File: src/rtl/riscv_pkg.sv
// Shared core types: write-back arbiter state encoding, default starvation bound
// and the registered register-file write bundle.
package riscv_pkg;

  typedef enum logic {
    PIPE_PRI = 1'b0,
    LU_FORCE = 1'b1
  } wb_arb_state_e;

  localparam int unsigned STARVE_LIMIT_DEFAULT = 4;

  typedef struct packed {
    logic        we;
    logic [4:0]  addr;
    logic [31:0] data;
  } rf_wr_t;

  // x0 is hard-wired zero: a write to it handshakes but never touches the RF.
  function automatic logic rf_addr_writable(input logic [4:0] addr);
    return addr != 5'd0;
  endfunction

endpackage

File: src/rtl/wb_write_arbiter.sv
// Arbitrates the single register-file write port between the WB stage and the
// long-latency unit; the pipe wins unless the LU has been denied STARVE_LIMIT times.
module wb_write_arbiter
  import riscv_pkg::*;
#(
  parameter int unsigned STARVE_LIMIT = STARVE_LIMIT_DEFAULT
) (
  input  logic        clk,
  input  logic        rst,
  input  logic        pipe_valid,
  input  logic [4:0]  pipe_addr,
  input  logic [31:0] pipe_data,
  output logic        pipe_stall,
  input  logic        lu_valid,
  input  logic [4:0]  lu_addr,
  input  logic [31:0] lu_data,
  output logic        lu_ready,
  output logic        rf_we,
  output logic [4:0]  rf_addr,
  output logic [31:0] rf_data
);

  wb_arb_state_e state_q, state_d;
  logic [3:0]    wait_q, wait_d;
  logic          grant_pipe, grant_lu;
  rf_wr_t        wr_q, wr_d;

  always_ff @(posedge clk) begin
    if (rst) begin
      state_q <= PIPE_PRI;
      wait_q  <= 4'd0;
    end else begin
      state_q <= state_d;
      wait_q  <= wait_d;
    end
  end

  // Reset gates every grant so nothing decided during reset reaches the RF.
  always_comb begin
    state_d    = state_q;
    wait_d     = wait_q;
    grant_pipe = 1'b0;
    grant_lu   = 1'b0;
    pipe_stall = 1'b0;
    if (!rst) begin
      unique case (state_q)
        PIPE_PRI: begin
          if (pipe_valid)    grant_pipe = 1'b1;
          else if (lu_valid) grant_lu   = 1'b1;
          if (lu_valid && !grant_lu) begin
            wait_d = wait_q + 4'd1;
            if (wait_d == 4'(STARVE_LIMIT)) state_d = LU_FORCE;
          end else begin
            wait_d = 4'd0;
          end
        end
        LU_FORCE: begin
          // A withdrawn LU leaves the slot to the pipe rather than stalling it.
          if (lu_valid) begin
            grant_lu   = 1'b1;
            pipe_stall = pipe_valid;
          end else begin
            grant_pipe = pipe_valid;
          end
          wait_d  = 4'd0;
          state_d = PIPE_PRI;
        end
        default: state_d = PIPE_PRI;
      endcase
    end
  end

  assign lu_ready = grant_lu;

  always_comb begin
    wr_d    = wr_q;
    wr_d.we = 1'b0;
    if (grant_lu) begin
      wr_d.we   = rf_addr_writable(lu_addr);
      wr_d.addr = lu_addr;
      wr_d.data = lu_data;
    end else if (grant_pipe) begin
      wr_d.we   = rf_addr_writable(pipe_addr);
      wr_d.addr = pipe_addr;
      wr_d.data = pipe_data;
    end
  end

  always_ff @(posedge clk) begin
    if (rst) wr_q <= '0;
    else     wr_q <= wr_d;
  end

  assign rf_we   = wr_q.we;
  assign rf_addr = wr_q.addr;
  assign rf_data = wr_q.data;

endmodule

File: config.mk
export PLATFORM = sky130hd
export DESIGN_NAME = wb_write_arbiter
export DESIGN_NICKNAME = d
export VERILOG_FILES = /design/src/rtl/riscv_pkg.sv /design/src/rtl/wb_write_arbiter.sv
export SDC_FILE = /design/constraint.sdc
export NUM_CORES = 1
export LEC_CHECK = 0
export ABC_AREA = 1
export CAP_MARGIN = 20
export CORE_UTILIZATION = 32
export DETAILED_ROUTE_END_ITERATION = 10
export GPL_TIMING_DRIVEN = 0
export MAX_ROUTING_LAYER = met4
export PLACE_DENSITY = 0.66
export SYNTH_ARGS = -nofsm -noshare
export SYNTH_HDL_FRONTEND = slang
export SYNTH_SLANG_ARGS = --single-unit
File: constraint.sdc
create_clock -name clk -period 3.2 [get_ports clk]
set_input_delay 0.64 -clock clk [delete_from_list [all_inputs] [get_ports clk]]
set_output_delay 0.64 -clock clk [all_outputs]
set_load 0.1 [all_outputs]
Yosys cells after proc, flatten, opt, wreduce, memory -nomap -nowiden
Cells that the tools add are included.
W data, S select, Z words.
{ "word_totals": {"ff_bits": 43, "input_bits": 78, "out_inout_bits": 40, "word_cells": 33} }
{ "classes": {"n_addsub": 1, "eq_ne": 1, "mux": 20, "n_bitwise": 1, "reduce_logical": 5} }
{ "ops": {"columns": ["op", "count"], "rows": [
  ["$mux W38", 2],
  ["$mux W1", 13],
  ["$reduce_bool A5 Y1", 2],
  ["$pmux W4 S2", 1],
  ["$pmux W1 S2", 3],
  ["$add A4 B1 Y4 const B", 1],
  ["$eq A4 B3 Y1 const B", 1],
  ["$mux W4", 1],
  ["$reduce_bool A2 Y1", 1],
  ["$logic_and A1 B1 Y1", 1],
  ["$logic_not A1 Y1", 1],
  ["$not A1 Y1", 1]
]} }

Logic depth before layout (Yosys ltp)
{ "logic_depth": {"word_depth": 8, "ltp_mapped": 8, "depth_no_buf": 6} }

Worst setup path before layout
Ideal clock, no wire load.
{ "synth_timing": {"path_kind": "input -> output", "startpoint": "input pipe_valid", "endpoint": "output lu_ready", "t_arrival_ps": 2447, "required_time_ps": 2560, "path_slack_ps": 113, "cell_stages": 3, "path_buffers": 2, "path_cell_list": "buf_2 buf_2 a21oi_1"} }
{ "synth_between": {"elab_chain_cells": 5} }
{ "synth_rtl": {"columns": ["item", "line_no", "source"], "rows": [
  ["start: declaration", "wb_write_arbiter.sv:10", "input logic pipe_valid,"],
  ["$mux W1", "wb_write_arbiter.sv:48", "if (pipe_valid) grant_pipe = 1'b1;"],
  ["$mux W1", "wb_write_arbiter.sv:46", "unique case (state_q)"],
  ["$mux W1", "wb_write_arbiter.sv:45", "if (!rst) begin"],
  ["$pmux W1 S2", "wb_write_arbiter.sv:46", null],
  ["$mux W1", "wb_write_arbiter.sv:45", null],
  ["end: declaration", "wb_write_arbiter.sv:17", "output logic lu_ready,"]
]} }
No other way between the ends. The select of a mux whose other input is x is not followed.

Worst setup path after layout
{ "layout_timing": {"startpoint": "input lu_valid", "endpoint": "output pipe_stall"} }
{ "layout_between": {"elab_chain_cells": 3} }
{ "layout_rtl": {"columns": ["item", "line_no", "source"], "rows": [
  ["start: declaration", "wb_write_arbiter.sv:14", "input logic lu_valid,"],
  ["$mux W1", "wb_write_arbiter.sv:59", "if (lu_valid) begin"],
  ["$mux W1", "wb_write_arbiter.sv:46", null],
  ["$mux W1", "wb_write_arbiter.sv:45", null],
  ["end: declaration", "wb_write_arbiter.sv:13", "output logic pipe_stall,"]
]} }
No other way between the ends.

==> run summary <==
===============================================================================================
DR DRC count                                                                                  0
Type of the worst setup path                                                       input pin to output pin
CP Launch Point                                                                        lu_valid
Sinks on the clock net                                                                       43
CTS tree                                                                                   done
Power consumption                                                                       1.43 mW
Number of diodes                                                                              0
Syn nets                                                                                    409
Cell type contributing the most total cell area after synthesis                    sky130_fd_sc_hd__dfxtp_1
Area share of the leading cell type in the synthesized netlist                            0.378
Effective utilization at floorplan                                                        0.334
Maximum fanout encountered on the critical timing path                                       10
Origin of the critical flop-to-flop path                                                state_q
Worst path arrival time                                                                 2340 ps
Max Clock Freq                                                                          336 MHz
Final net count                                                                             532
Number of max-slew violations in the final report                                             0
Height of the die                                                                       86.4 um
Number of global-route vias before repair                                                  2651
Die Span X                                                                              86.4 um
Last weighted congestion value of the routability-driven placer                           0.786
Pin count of the biggest net entering global routing                                         13
Final Critical Period                                                                   2980 ps
Hold path start                                                                       wait_q[0]
I/O pin total                                                                               118
Number of endpoints with negative hold slack in the final report                              0
Length in cells of the worst reg-to-reg path                                                  7
First-pass GRT wire length                                                              12.2 mm
Kind of capture point of the worst setup path                                        output pin
Routed vias/inst                                                                           4.96
Post-synthesis register bit count                                                            43
Worst slew margin                                                                         0.317
Hold depth                                                                                    1
Count of standard-cell rows                                                                  30
Async S/R FF share, synth                                                                     0
Final core utilization                                                                    0.532
Clock Skews                                                                             5.60 ps
P&R area growth vs syn                                                                    59.6%
Number of antenna violations at the first check in global routing                             0
Kind of start point of the critical path                                              input pin
Number of CTS-inserted buffers                                                                5
ANT nets after route                                                                          0
Buffers from clock root to sink, at most                                                      2
H-tree Lvls                                                                                   2
Root buffer cell                                                                   sky130_fd_sc_hd__clkbuf_8
Fraction of the yosys area taken by sequential cells                                      0.378
Netlist area before placement                                                      0.00228 mm^2
Total wire length after detailed routing                                                7.51 mm
IR drop worst, VDD                                                                     0.150 mV
Core Footprint                                                                     0.00683 mm^2
Total power density per cell area                                                   392 mW/mm^2
Commonest non-fill, non-tap cells in the layout                                    114 x sky130_fd_sc_hd__clkdlybuf4s50_1, 113 x sky130_fd_sc_hd__nand3_1, 44 x sky130_fd_sc_hd__nand2_1
Die Outline Area                                                                   0.00746 mm^2
Number of maximum-capacitance constraint violations                                           0
Detailed-routing iteration count for the pre-antenna-repair pass                              4
Synth warn                                                                                    0
Data required time at the worst endpoint                                                2560 ps
Status                                                                             complete, no violations
Hpwl dp                                                                                 5.37 mm
Buffers added on ports                                                                      116
Final period utilization                                                                  0.931
Class of the worst hold path                                                       flop to flop
Post-synth EDFFs                                                                              0
RSZ-0062 raised after global routing                                                         no
Average wire length per cell after detail routing                                       13.7 um
Count of vias placed by the detailed router                                                2725
Most used flip-flop cell after synthesis                                           sky130_fd_sc_hd__dfxtp_1
Mapped Cells                                                                                329
Most common cell after layout, fill and taps aside                                 sky130_fd_sc_hd__clkdlybuf4s50_1
Clock input transition at the sequential cells of the worst setup and hold paths          80 ps
Count of cell types in the netlist                                                           20
Post-CTS setup repair buffer count                                                            0
Actual slew at the worst max-slew pin                                                   1020 ps
WHS                                                                                      490 ps
Total gr overflow                                                                             0
Clk Latency, worst-skew pair                                                             290 ps
GRT Total Usage                                                                           0.210
Leakage dissipation                                                                     1.69 nW
Share of cells above drive strength 1                                                    0.0795
Number of failing setup endpoints in the final timing report                                  0
First DRT Iteration DRCs                                                                    106
Average cell area after synthesis                                                     6.93 um^2
Most area-consuming cells after synthesis                                          sky130_fd_sc_hd__dfxtp_1 38%, sky130_fd_sc_hd__nand3_1 25%, sky130_fd_sc_hd__nand4_1 10%
===============================================================================================
worst paths after layout:
kind / to / slack [ps]
min: wait_q[0] / 490
min reg2reg: wait_q[0] / 490
max reg2reg: rf_data[3] / 1920
max: pipe_stall / 220
metal layers:
metal  wire length (um)  global-route usage  part of all wire  vias up
met5                  0                   -                 0        -
met4                 73              0.0545            0.0097        0
met3                529              0.0438             0.070        8
met2               3510               0.350              0.47      122
met1               3390               0.260              0.45     1230
li1                   -                   -                 -     1365
layout make-up:
| type | instances | area [um^2] |
|---|---|---|
| Tap cell | 96 | 120 |
| Sequential cell | 43 | 861 |
| Inverter | 41 | 154 |
| Clock inverter | 1 | 5.00 |
| Clock buffer | 7 | 76.3 |
| Buffer | 32 | 181 |
| Fill cell | 680 | 3190 |
| Multi-Input combinational cell | 213 | 1080 |
| Timing Repair Buffer | 116 | 1160 |
power by group:
group	switching, mW	internal, mW
Sequential	0.0157	0.564
Clock	0.181	0.153
Combinational	0.332	0.181
Total	0.529	0.898
cell usage after synthesis (7+ instances only):
master                     number
sky130_fd_sc_hd__buf_2         13
sky130_fd_sc_hd__buf_4          8
sky130_fd_sc_hd__clkbuf_1       7
sky130_fd_sc_hd__dfxtp_1       43
sky130_fd_sc_hd__inv_1         40
sky130_fd_sc_hd__nand2_1       44
sky130_fd_sc_hd__nand3_1      113
sky130_fd_sc_hd__nand4_1       38
sky130_fd_sc_hd__nor2_1         7
through the flow:
step                setup WS [ps]  instances  cell area, um^2  setup TNS (ps)
floorplan                     113        329             2280               0
global placement             -353        541             3560            -595
detailed placement           -345        541             3560            -611
CTS                          16.0        549             3640               0
global route                  148        549             3640               0
finish                        222        549             3640               0
repair_timing:
item	4_1_cts	5_1_grt
setup endpoints to repair	2	1
gates resized for setup	4	2
hold buffers	0	0
hold endpoints to repair	0	0
worst max-delay path, stage by stage:
cell and delay (ps):
sky130_fd_sc_hd__clkdlybuf4s50_1 500, sky130_fd_sc_hd__nand2_1 90, sky130_fd_sc_hd__buf_2 200, sky130_fd_sc_hd__buf_2 210
sky130_fd_sc_hd__nor2_1 120, sky130_fd_sc_hd__clkdlybuf4s15_2 560
sequential cells by signal (all words and copies together), names as in the netlist:
| signal | cells |
|---|---|
| rf_we | 1 |
| state_q | 1 |
| wait_q | 4 |
| rf_data | 32 |
| rf_addr | 5 |
logic make-up after synthesis:
group,count (synthesis),synth area share
xor+xnor,2,0.00769
compound gates,1,0.00219
simple gates,208,0.454
flops,43,0.378
fa+ha+maj,2,0.0110
buf+inv,73,0.147
Power figures use the tool's default switching activity.
